--- src/rtl/seq_pkg.sv ---
// Shared constants for the serial pattern generator: default widths and
// the legacy-compatible FSM state encoding.
package seq_pkg;

  localparam int PAT_W_DEF = 8;
  localparam int REP_W_DEF = 4;

  localparam logic [1:0] ST_IDLE = 2'b00;
  localparam logic [1:0] ST_SEND = 2'b01;
  localparam logic [1:0] ST_GAP  = 2'b10;
  localparam logic [1:0] ST_DONE = 2'b11;

endpackage

--- src/rtl/seq_gen.sv ---
// Serial pattern generator: shifts out bit[len-1]..bit[0] of a latched
// pattern, repeated rpt+1 times with a one-cycle gap between repeats,
// then pulses done for one cycle. All outputs come straight from flops.
module seq_gen
  import seq_pkg::*;
#(
  parameter int PAT_W = PAT_W_DEF,
  parameter int REP_W = REP_W_DEF
) (
  input  logic                   clk,
  input  logic                   rst_n,
  input  logic                   start,
  input  logic [PAT_W-1:0]       pattern,
  input  logic [$clog2(PAT_W):0] len,
  input  logic [REP_W-1:0]       rpt,
  output logic                   out,
  output logic                   valid,
  output logic                   busy,
  output logic                   done
);

  localparam int IW = $clog2(PAT_W);
  localparam int LW = IW + 1;

  localparam logic [LW-1:0]    LEN_ZERO = LW'(0);
  localparam logic [LW-1:0]    LEN_ONE  = LW'(1);
  localparam logic [LW-1:0]    LEN_MAX  = LW'(PAT_W);
  localparam logic [IW-1:0]    IDX_ZERO = IW'(0);
  localparam logic [IW-1:0]    IDX_ONE  = IW'(1);
  localparam logic [IW-1:0]    IDX_MAX  = IW'(PAT_W - 1);
  localparam logic [REP_W-1:0] REP_ZERO = REP_W'(0);
  localparam logic [REP_W-1:0] REP_ONE  = REP_W'(1);

  // Index of the first bit to send; out-of-range lengths mean a full pattern.
  function automatic logic [IW-1:0] top_index(input logic [LW-1:0] l);
    logic [IW-1:0] t;
    if ((l == LEN_ZERO) || (l > LEN_MAX)) begin
      t = IDX_MAX;
    end else begin
      t = IW'(l - LEN_ONE);
    end
    return t;
  endfunction

  logic [1:0]       state_r, state_s;
  logic [PAT_W-1:0] pat_r,   pat_s;
  logic [IW-1:0]    top_r,   top_s;   // latched length, kept as top bit index
  logic [IW-1:0]    idx_r,   idx_s;   // index of the bit currently on out
  logic [REP_W-1:0] rep_r,   rep_s;   // repetitions still to send
  logic             out_r,   out_s;
  logic             valid_r, valid_s;
  logic             busy_r,  busy_s;
  logic             done_r,  done_s;

  // Next-state and next-output decode; outputs describe the cycle after the edge.
  always_comb begin
    state_s = state_r;
    pat_s   = pat_r;
    top_s   = top_r;
    idx_s   = idx_r;
    rep_s   = rep_r;
    out_s   = 1'b0;
    valid_s = 1'b0;
    busy_s  = 1'b0;
    done_s  = 1'b0;
    case (state_r)
      ST_IDLE: begin
        if (start) begin
          state_s = ST_SEND;
          pat_s   = pattern;
          top_s   = top_index(len);
          idx_s   = top_index(len);
          rep_s   = rpt;
          out_s   = pattern[top_index(len)];
          valid_s = 1'b1;
          busy_s  = 1'b1;
        end else begin
          state_s = ST_IDLE;
        end
      end
      ST_SEND: begin
        busy_s = 1'b1;
        if (idx_r != IDX_ZERO) begin
          idx_s   = idx_r - IDX_ONE;
          out_s   = pat_r[idx_s];
          valid_s = 1'b1;
        end else if (rep_r != REP_ZERO) begin
          state_s = ST_GAP;
        end else begin
          state_s = ST_DONE;
          done_s  = 1'b1;
        end
      end
      ST_GAP: begin
        state_s = ST_SEND;
        idx_s   = top_r;
        rep_s   = rep_r - REP_ONE;
        out_s   = pat_r[top_r];
        valid_s = 1'b1;
        busy_s  = 1'b1;
      end
      ST_DONE: begin
        state_s = ST_IDLE;
      end
      default: begin
        state_s = ST_IDLE;
      end
    endcase
  end

  // State, job context and output registers; reset abandons any job silently.
  always_ff @(posedge clk or negedge rst_n) begin
    if (!rst_n) begin
      state_r <= ST_IDLE;
      pat_r   <= '0;
      top_r   <= IDX_ZERO;
      idx_r   <= IDX_ZERO;
      rep_r   <= REP_ZERO;
      out_r   <= 1'b0;
      valid_r <= 1'b0;
      busy_r  <= 1'b0;
      done_r  <= 1'b0;
    end else begin
      state_r <= state_s;
      pat_r   <= pat_s;
      top_r   <= top_s;
      idx_r   <= idx_s;
      rep_r   <= rep_s;
      out_r   <= out_s;
      valid_r <= valid_s;
      busy_r  <= busy_s;
      done_r  <= done_s;
    end
  end

  assign out   = out_r;
  assign valid = valid_r;
  assign busy  = busy_r;
  assign done  = done_r;

endmodule
--- config.mk ---
export PLATFORM = sky130hd
export DESIGN_NAME = seq_gen
export DESIGN_NICKNAME = d
export VERILOG_FILES = /design/src/rtl/seq_pkg.sv /design/src/rtl/seq_gen.sv
export SDC_FILE = /design/constraint.sdc
export NUM_CORES = 1
export LEC_CHECK = 0
export BUFFER_PORTS_ARGS = -buffer_cell sky130_fd_sc_hd__buf_2
export CAP_MARGIN = 20
export CORE_MARGIN = 2
export CORE_UTILIZATION = 40
export CTS_CLUSTER_DIAMETER = 30
export DETAILED_ROUTE_END_ITERATION = 8
export GPL_TIMING_DRIVEN = 1
export SYNTH_ARGS = -nofsm -noshare
export SYNTH_HDL_FRONTEND = slang
export SYNTH_SLANG_ARGS = --single-unit
export TNS_END_PERCENT = 50
--- constraint.sdc ---
create_clock -name clk -period 3.2 [get_ports clk]
set_input_delay 0 -clock clk [delete_from_list [all_inputs] [get_ports clk]]
set_output_delay 0 -clock clk [all_outputs]
set_load 0.05 [all_outputs]
==> results.yml, run 1 <==
sta:
  grt_setup_unrepaired: "no"
  worst_pin_slew_ps: 540.2
  slew-limit-headroom_pct: 63.99
  clock_skew_ps: 13.12
  drv_slew: 0
  timing.setup.tns_ps: 0
  hold_viol: 0
  min_period_over_period_pct: 59.18
  period_needed_ps: 1894
  fmax_ghz: 0.5280
  setup_viol: 0
routing:
  drc: 0
  dr.pass1.iters: 4
  via_count: 1123
  drt_iter0_drc: 83
  vias_per_cell: 5.451
  wl_per_cell_um: 15.26
  wl_um: 3144
  antenna_left: 0
place:
  placed_area_um2: 1554
  gp_congestion: 0.8229
  hpwl_um: 2305
  portBuffers: 22
setup_path:
  r2r-start: "state_r[0]$_DFFE_PN0N_"
  critPathKind: "reg2reg"
  cp.required_ps: 3430
  critical_path_buf_inv_count: 1
  path_max_fanout: 10
  r2r_setup_slack_ps: 1310
  crit_family: "simple AND/OR/NAND/NOR gates"
  slowest_stage: "dfrtp_1"
  slowest_delay_ps: 400
  crit_path_start_kind: "register"
  rr_worst_depth: 5
  critPathArrivalTime_ps: 2120
  cp_cell_sequence: "inv_1, ha_1, nand2b_1, nor3b_2, mux2_1"
  timing.rr.end: "idx_r[2]$_DFFE_PN0P_"
  endpoint_kind: "register"
power:
  peakVddDrop_v: 0.0004475
  powerDensity_nw_per_um2: 945.0
  p_leak_nw: 0.7569
floorplan:
  ios: 23
  core_um2: 3363
  die-area_um2: 3999
  fp.dieW_um: 63.24
  num_rows: 21
  floorplan.initialDensity_pct: 41.74
  dieHeight_um: 63.24
status:
  status: "completed"
synth:
  yosysSeqAreaShare_pct: 42.78
  synth_edf_count: 0
  ys_seq_elements: 24
  synthTopCellsByArea: "dfrtp_1 43%, ha_1 8.0%, mux4_2 8.0%, mux2_1 7.2%, a21oi_1 3.6%"
  synth_fp_nets: 155
  synth_area_leader_cell: "dfrtp_1"
  ys.flop_type: "dfrtp_1"
  synth_warnings: 0
  ys_async_sr_fraction_pct: 100.0
  synth_cell_types: 33
  synth_top_area_share_pct: 42.78
  ys_top_cells_by_count: "24 x dfrtp_1, 12 x inv_1, 10 x a21oi_1, 9 x ha_1, 9 x mux2_1"
  syn_inst: 127
  syn_area_um2: 1404
  avgSynthCellArea_um2: 11.05
  synth.most_common_cell: "dfrtp_1"
cells_and_area:
  multi_input_area_um2: 740.7
  postLayoutCellArea_um2: 1717
  finalNetCount: 189
  drive_gt1_share_pct: 22.50
  regArea_um2: 600.6
  fillers: 339
  syn_to_final_growth_pct: 22.28
  n_antenna_cell: 0
min_path:
  hold_path_end: "top_r[2]$_DFFE_PN0P_"
  min_path_type: "in2reg"
  min_from: "len[3]"
  whs_path_depth: 3
cts:
  clock_latency_ps: 330
  cts_buffers: 3
  cts_root_buf: "clkbuf_4"
  clk_path_buf_depth: 2
  clkTransAtPathRegs_ps: 150
  postCtsSetupBuffers: 0
  cts_tree: "done"
  clock_sinks: 24
  ctsHtreeMaxLevel: 1
global_route:
  grt_pass1_wl_um: 5395
  grt_start_max_net_pins: 25
  grt_overflow: 0
  antenna_found_initial: 0
  grt_use_total_pct: 17.39
  grt_pass1_vias: 1194
flow_run:
  cap_violations: 0
## cell families after synthesis
| kind of cell | count (synthesis) | share of synthesized area [%] |
|---|---|---|
| fa+ha+maj | 9 | 8.022 |
| buf+inv | 16 | 4.456 |
| simple gates | 24 | 10.07 |
| xor+xnor | 2 | 1.248 |
| flops | 24 | 42.78 |
| compound gates | 34 | 15.15 |
| mux | 18 | 18.27 |
## worst register-to-register path: cells and delay by family (launching register included)
kind,cells,cell delay (ps)
flops,1,400
buf+inv,1,80
mux,1,360
fa+ha+maj,1,300
simple gates,2,660
## routing by layer
layer	part of all wire [%]	GRT usage (%)	up-vias
met5	0	0	-
li1	-	-	536
met2	53	30.85	24
met1	42	21.39	559
met3	3.3	4.286	4
met4	0.99	3.804	0
## stage by stage
step	power (mW)	util [%]	instances	hold WS, ps	setup slack, ps
3_3_place_gp	1.363	46.21	191	13.93	1393
2_1_floorplan	1.194	-	127	-295.6	1486
6_report	1.622	51.04	206	28.30	1306
4_1_cts	1.627	51.04	206	20.02	1306
5_1_grt	1.760	51.04	206	81.14	1133
3_5_place_dp	1.388	46.21	191	22.35	1334
## sequential cells by signal, summed over array words and instances, names as in the netlist, 2 cells and up
name and flops:
top_r 3, rep_r 4, idx_r 3, state_r 2
pat_r 8
## where the power goes
group | switching, mW | internal, mW
Clock | 0.0986 | 0.127
Combinational | 0.448 | 0.370
Sequential | 0.128 | 0.451
Total | 0.674 | 0.948
## worst max path at each step
stage                                      start                   end  cells past startpoint
final                     state_r[0]$_DFFE_PN0N_  idx_r[2]$_DFFE_PN0P_                      5
after CTS                 state_r[0]$_DFFE_PN0N_  idx_r[2]$_DFFE_PN0P_                      5
after global routing      state_r[0]$_DFFE_PN0N_  idx_r[2]$_DFFE_PN0P_                      5
after floorplan           state_r[0]$_DFFE_PN0N_  idx_r[2]$_DFFE_PN0P_                      7
after detailed placement  state_r[0]$_DFFE_PN0N_  idx_r[2]$_DFFE_PN0P_                      5
after global placement    state_r[0]$_DFFE_PN0N_  idx_r[2]$_DFFE_PN0P_                      5
## final cells by class
| class | count | area share (%) |
|---|---|---|
| sequential | 24 | 34.99 |
| inverter | 12 | 2.624 |
| timing repair buffer | 33 | 12.83 |
| multi-input combinational | 87 | 43.15 |
| tap | 46 | 3.353 |
| clock buffer | 3 | 1.312 |
| clock inverter | 1 | 1.749 |
## repair_timing
action / 4_1_cts / 5_1_grt
hold endpoints to repair: 34 / 0
hold buffers: 11 / 0
resized for setup: 0 / 0
## cells in the final DEF, fill, tap and decap left out, types with 5 or more instances in the layout
| cell type | count |
|---|---|
| mux2_1 | 9 |
| mux4_2 | 5 |
| dfrtp_1 | 24 |
| inv_1 | 12 |
| o21ai_0 | 7 |
| a21oi_1 | 10 |
| dlygate4sd3_1 | 11 |
| ha_1 | 9 |
| buf_2 | 22 |
| nand2_1 | 5 |
(Power assumes the default switching activity.)
==> run 2: changes to the inputs <==
==> constraint.sdc (replaced) <==
create_clock -name clk -period 1.9 [get_ports clk]
set_input_delay 0 -clock clk [delete_from_list [all_inputs] [get_ports clk]]
set_output_delay 0 -clock clk [all_outputs]
set_load 0.05 [all_outputs]
==> run 2 against run 1 <==
  * Non-clock buffer count increased by 5
  * Worst setup slack got worse by 1100 ps
  * Global-route usage decreased by 0.95 points
  * Register-to-register slack got worse by 1100 ps
  * Core utilization increased by 0.60 points
  * Die area unchanged
  * Fmax increased by 14%
  * Largest cell class unchanged
==> results.yml, run 2 (synthesized netlist as in run 1, its figures left out) <==
global_route:
  grt_pass1_wl_um: 5257
  grt_pass1_vias: 1166
  grt_use_total_pct: 16.44
  antenna_found_initial: 0
  grt_start_max_net_pins: 25
  grt_overflow: 0
routing:
  met2WireLength_um: 1558
  drc: 0
  vias_per_cell: 5.314
  drt_iter0_drc: 44
  highest_layer: "met4"
  dr.pass1.iters: 5
  wl_met3_um: 141
  wl_per_cell_um: 14.42
  wl_um: 3028
  met1Wirelength_um: 1315
  antenna_left: 0
  via_count: 1116
setup_path:
  crit_path_start_kind: "register"
  path_max_fanout: 4
  critPathArrivalTime_ps: 1870
  critPathKind: "reg2reg"
  cp.required_ps: 2110
  endpoint_kind: "register"
cts:
  cts_buffers: 3
  clock_latency_ps: 320
  postCtsResizedCells: 0
  postCtsSetupBuffers: 0
  clkTransAtPathRegs_ps: 140
  cts_root_buf: "clkbuf_4"
  cts_tree: "done"
  clock_sinks: 24
  ctsHtreeMaxLevel: 1
  cts_hold_buffers: 11
  clk_path_buf_depth: 2
sta:
  hold_viol: 0
  timing.setup.tns_ps: 0
  fmax_ghz: 0.6005
  worst_pin_slew_ps: 551.5
  period_needed_ps: 1665
  drv_slew: 0
  slew-limit-headroom_pct: 63.23
  min_period_over_period_pct: 87.64
  setup_viol: 0
  grt_setup_unrepaired: "no"
  clock_skew_ps: 13.11
flow_run:
  cap_violations: 0
status:
  status: "completed"
cells_and_area:
  n_antenna_cell: 0
  drive_gt1_share_pct: 24.39
  largest_register: "pat_r"
  postLayoutCoreUtil_pct: 51.64
  syn_to_final_growth_pct: 23.71
  reg.largest.list: "pat_r: 8 flops, rep_r: 4 flops"
  fillers: 330
  final_cell_mix: "24 x dfrtp_1, 22 x buf_2, 12 x inv_1"
  fin_cells: 210
  layout_commonest_cell: "dfrtp_1"
  largest_reg_flops: 8
  finalNetCount: 194
place:
  dp_cells: 196
  hpwl_um: 2278
  gp_congestion: 0.7807
  portBuffers: 22
floorplan:
  core_um2: 3363
  dieHeight_um: 63.24
  floorplan.initialDensity_pct: 41.74
  ios: 23
  num_rows: 21
  die-area_um2: 3999
  fp.dieW_um: 63.24
power:
  powerDensity_nw_per_um2: 1531
  p_leak_nw: 0.7701
  peakVddDrop_v: 0.0005957
  power_mw: 2.659
min_path:
  min_path_type: "in2reg"
==> run 2: changes by cell type in the layout (fill, tap and decap cells not counted), sizes merged <==
cell    previous run  this run
buf               22        27
bufinv             1         0
==> run 2: metal layers <==
layer  vias up  track usage (%)
li1        541                -
met1       534            20.11
met2        37            30.98
met3         4            1.964
met4         0            3.261
met5         -                0
==> run 2: final timing paths <==
check                                startpoint                   end  slack, ps  cells after the start
setup / recovery           idx_r[0]$_DFFE_PN0P_         out$_DFF_PN0_        230                      7
hold / removal                           len[3]  top_r[2]$_DFFE_PN0P_         40                      3
setup reg to reg           idx_r[0]$_DFFE_PN0P_         out$_DFF_PN0_        230                      7
hold reg to reg            pat_r[4]$_DFFE_PN0P_  pat_r[4]$_DFFE_PN0P_        530                      1
max in group asynchronous                 rst_n  pat_r[7]$_DFFE_PN0P_       1330                      2
min in group asynchronous                 rst_n  rep_r[3]$_DFFE_PN0P_        200                      2
==> run 2: cell type report <==
| cell class | instances | area (um^2) | area share, % |
|---|---|---|---|
| Inverter | 12 | 45.04 | 2.594 |
| Timing Repair Buffer | 38 | 270.3 | 15.56 |
| Multi-Input combinational cell | 87 | 740.7 | 42.65 |
| Tap cell | 46 | 57.56 | 3.314 |
| Sequential cell | 24 | 600.6 | 34.58 |
| Clock buffer | 3 | 22.52 | 1.297 |
==> run 2: worst max-delay path: stages, from the launching register on <==
cell and delay (ps):
dfrtp_1 370, inv_1 80, ha_1 370, mux4_2 310, mux2i_1 150, nor2_1 50, a31oi_1 140, a31oi_1 100
==> run 2: through the flow <==
step | area [um^2] | hold WS (ps) | setup slack, ps
after floorplan | 1404 | -295.6 | 185.6
after global placement | 1604 | 9.613 | 224.1
after detailed placement | 1604 | 21.88 | 149.1
after CTS | 1737 | 39.30 | 234.4
after global routing | 1737 | 62.35 | 131.9
final | 1737 | 37.62 | 234.8
==> run 2: power by group <==
group / internal [mW] / switching (mW) / leakage [nW]
combinational: 0.697 / 0.771 / 0.476
sequential: 0.759 / 0.208 / 0.281
clock: 0.0742 / 0.150 / 0.0138
==> run 3: changes to the inputs <==
--- a/config.mk
+++ b/config.mk
@@ -12,6 +12,7 @@
 export CTS_CLUSTER_DIAMETER = 30
 export DETAILED_ROUTE_END_ITERATION = 8
 export GPL_TIMING_DRIVEN = 1
+export RECOVER_POWER = 50
 export SYNTH_ARGS = -nofsm -noshare
 export SYNTH_HDL_FRONTEND = slang
 export SYNTH_SLANG_ARGS = --single-unit
==> run 3 against run 2 <==
  * Clock skew unchanged
  * Fmax unchanged
  * Die area unchanged
  * First-iteration DRC count unchanged
  * Non-clock buffer count unchanged
  * Global-route usage unchanged
  * Critical endpoint unchanged
  * Highest routed layer unchanged
==> results.yml, run 3 (synthesized netlist as in run 1, its figures left out) <==
status:
  status: "completed"
cells_and_area:
  drive_gt1_share_pct: 22.56
  layout_commonest_cell: "dfrtp_1"
  syn_to_final_growth_pct: 23.44
  postLayoutCellArea_um2: 1733
  reg.largest.list: "pat_r: 8 flops, rep_r: 4 flops"
  finalNetCount: 194
  final_cell_mix: "24 x dfrtp_1, 19 x buf_2, 12 x inv_1"
  largest_register: "pat_r"
  largest_reg_flops: 8
  n_antenna_cell: 0
  postLayoutCoreUtil_pct: 51.53
global_route:
  grt_pass1_wl_um: 5257
  grt_overflow: 0
  antenna_found_initial: 0
  grt_use_total_pct: 16.44
  grt_pass1_vias: 1166
  grt_start_max_net_pins: 25
flow_run:
  cap_violations: 0
routing:
  drc: 0
  dr.pass1.iters: 5
  drt_iter0_drc: 44
  antenna_left: 0
  vias_per_cell: 5.314
  wl_per_cell_um: 14.43
  wl_um: 3030
  via_count: 1116
power:
  powerDensity_nw_per_um2: 1533
  p_leak_nw: 0.7602
  power_mw: 2.656
  peakVddDrop_v: 0.0005958
setup_path:
  r2r_setup_slack_ps: 230
  timing.rr.end: "out$_DFF_PN0_"
  rr_worst_depth: 7
  endpoint_kind: "register"
  critPathArrivalTime_ps: 1870
  path_max_fanout: 4
  r2r-start: "idx_r[0]$_DFFE_PN0P_"
  crit_path_start_kind: "register"
  critPathKind: "reg2reg"
  cp.required_ps: 2110
min_path:
  min_from: "len[3]"
  whs_path_depth: 3
  hold_path_end: "top_r[2]$_DFFE_PN0P_"
  min_path_type: "in2reg"
cts:
  clk_path_buf_depth: 2
  clkTransAtPathRegs_ps: 140
  clock_sinks: 24
  postCtsSetupBuffers: 0
  cts_tree: "done"
  cts_buffers: 3
  clock_latency_ps: 320
  ctsHtreeMaxLevel: 1
  cts_root_buf: "clkbuf_4"
floorplan:
  die-area_um2: 3999
  core_um2: 3363
  floorplan.initialDensity_pct: 41.74
  dieHeight_um: 63.24
  fp.dieW_um: 63.24
  ios: 23
  num_rows: 21
sta:
  grt_setup_unrepaired: "no"
  drv_slew: 0
  fmax_ghz: 0.6005
  min_period_over_period_pct: 87.64
  timing.setup.tns_ps: 0
  hold_viol: 0
  clock_skew_ps: 13.11
  period_needed_ps: 1665
  setup_viol: 0
  slew-limit-headroom_pct: 11.98
  worst_pin_slew_ps: 1320
place:
  portBuffers: 22
  hpwl_um: 2278
  gp_congestion: 0.7807
  placed_area_um2: 1604
-- run 3: cell count changes in the layout (fill, tap and decap cells not counted) --
cell and change:
buf_2 -3, clkbuf_1 +3
-- run 3: layout make-up --
cell class / count / area [um^2]
tap: 46 / 57.56
clock buffer: 3 / 22.52
sequential: 24 / 600.6
timing repair buffer: 38 / 266.5
fill: 332 / 1630
inverter: 12 / 45.04
multi-input combinational: 87 / 740.7
-- run 3: what timing repair did --
item	4_1_cts	5_1_grt
resized for setup	0	0
hold buffers	11	0
endpoints found under the hold margin	34	0
-- run 3: how the worst max path moves through the flow --
| stage | startpoint | endpoint | slack (ps) |
|---|---|---|---|
| final | idx_r[0]$_DFFE_PN0P_ | out$_DFF_PN0_ | 230 |
| after CTS | idx_r[0]$_DFFE_PN0P_ | out$_DFF_PN0_ | 230 |
| after global placement | len[0] | out$_DFF_PN0_ | 220 |
| after global routing | state_r[1]$_DFFE_PN0N_ | pat_r[3]$_DFFE_PN0P_ | 130 |
| after floorplan | state_r[0]$_DFFE_PN0N_ | idx_r[2]$_DFFE_PN0P_ | 190 |
| after detailed placement | len[0] | out$_DFF_PN0_ | 150 |
-- run 3: critical path, stage by stage (launching register included) --
cell,delay [ps]
dfrtp_1,370
inv_1,80
ha_1,370
mux4_2,310
mux2i_1,150
nor2_1,50
a31oi_1,140
a31oi_1,100
-- run 3: layer usage --
| metal | track usage [%] | routed length, um | vias to the layer above |
|---|---|---|---|
| met3 | 1.964 | 143 | 4 |
| met2 | 30.98 | 1558 | 37 |
| met4 | 3.261 | 12 | 0 |
| met1 | 20.11 | 1315 | 534 |
| met5 | 0 | 0 | - |
| li1 | - | - | 541 |
-- run 3: per-stage QoR --
stage | cells | hold slack (ps) | setup slack [ps]
final | 210 | 37.62 | 234.8
after global placement | 196 | 9.613 | 224.1
after global routing | 210 | 62.35 | 131.9
after CTS | 210 | 39.30 | 234.4
after detailed placement | 196 | 21.88 | 149.1
after floorplan | 127 | -295.6 | 185.6
-- run 3: power by group --
part	total [mW]	switching, mW	leakage, nW	internal (mW)
clock network	0.225	0.150	0.0138	0.0742
logic	1.46	0.771	0.466	0.693
registers	0.967	0.208	0.281	0.759
total	2.66	1.13	0.760	1.53
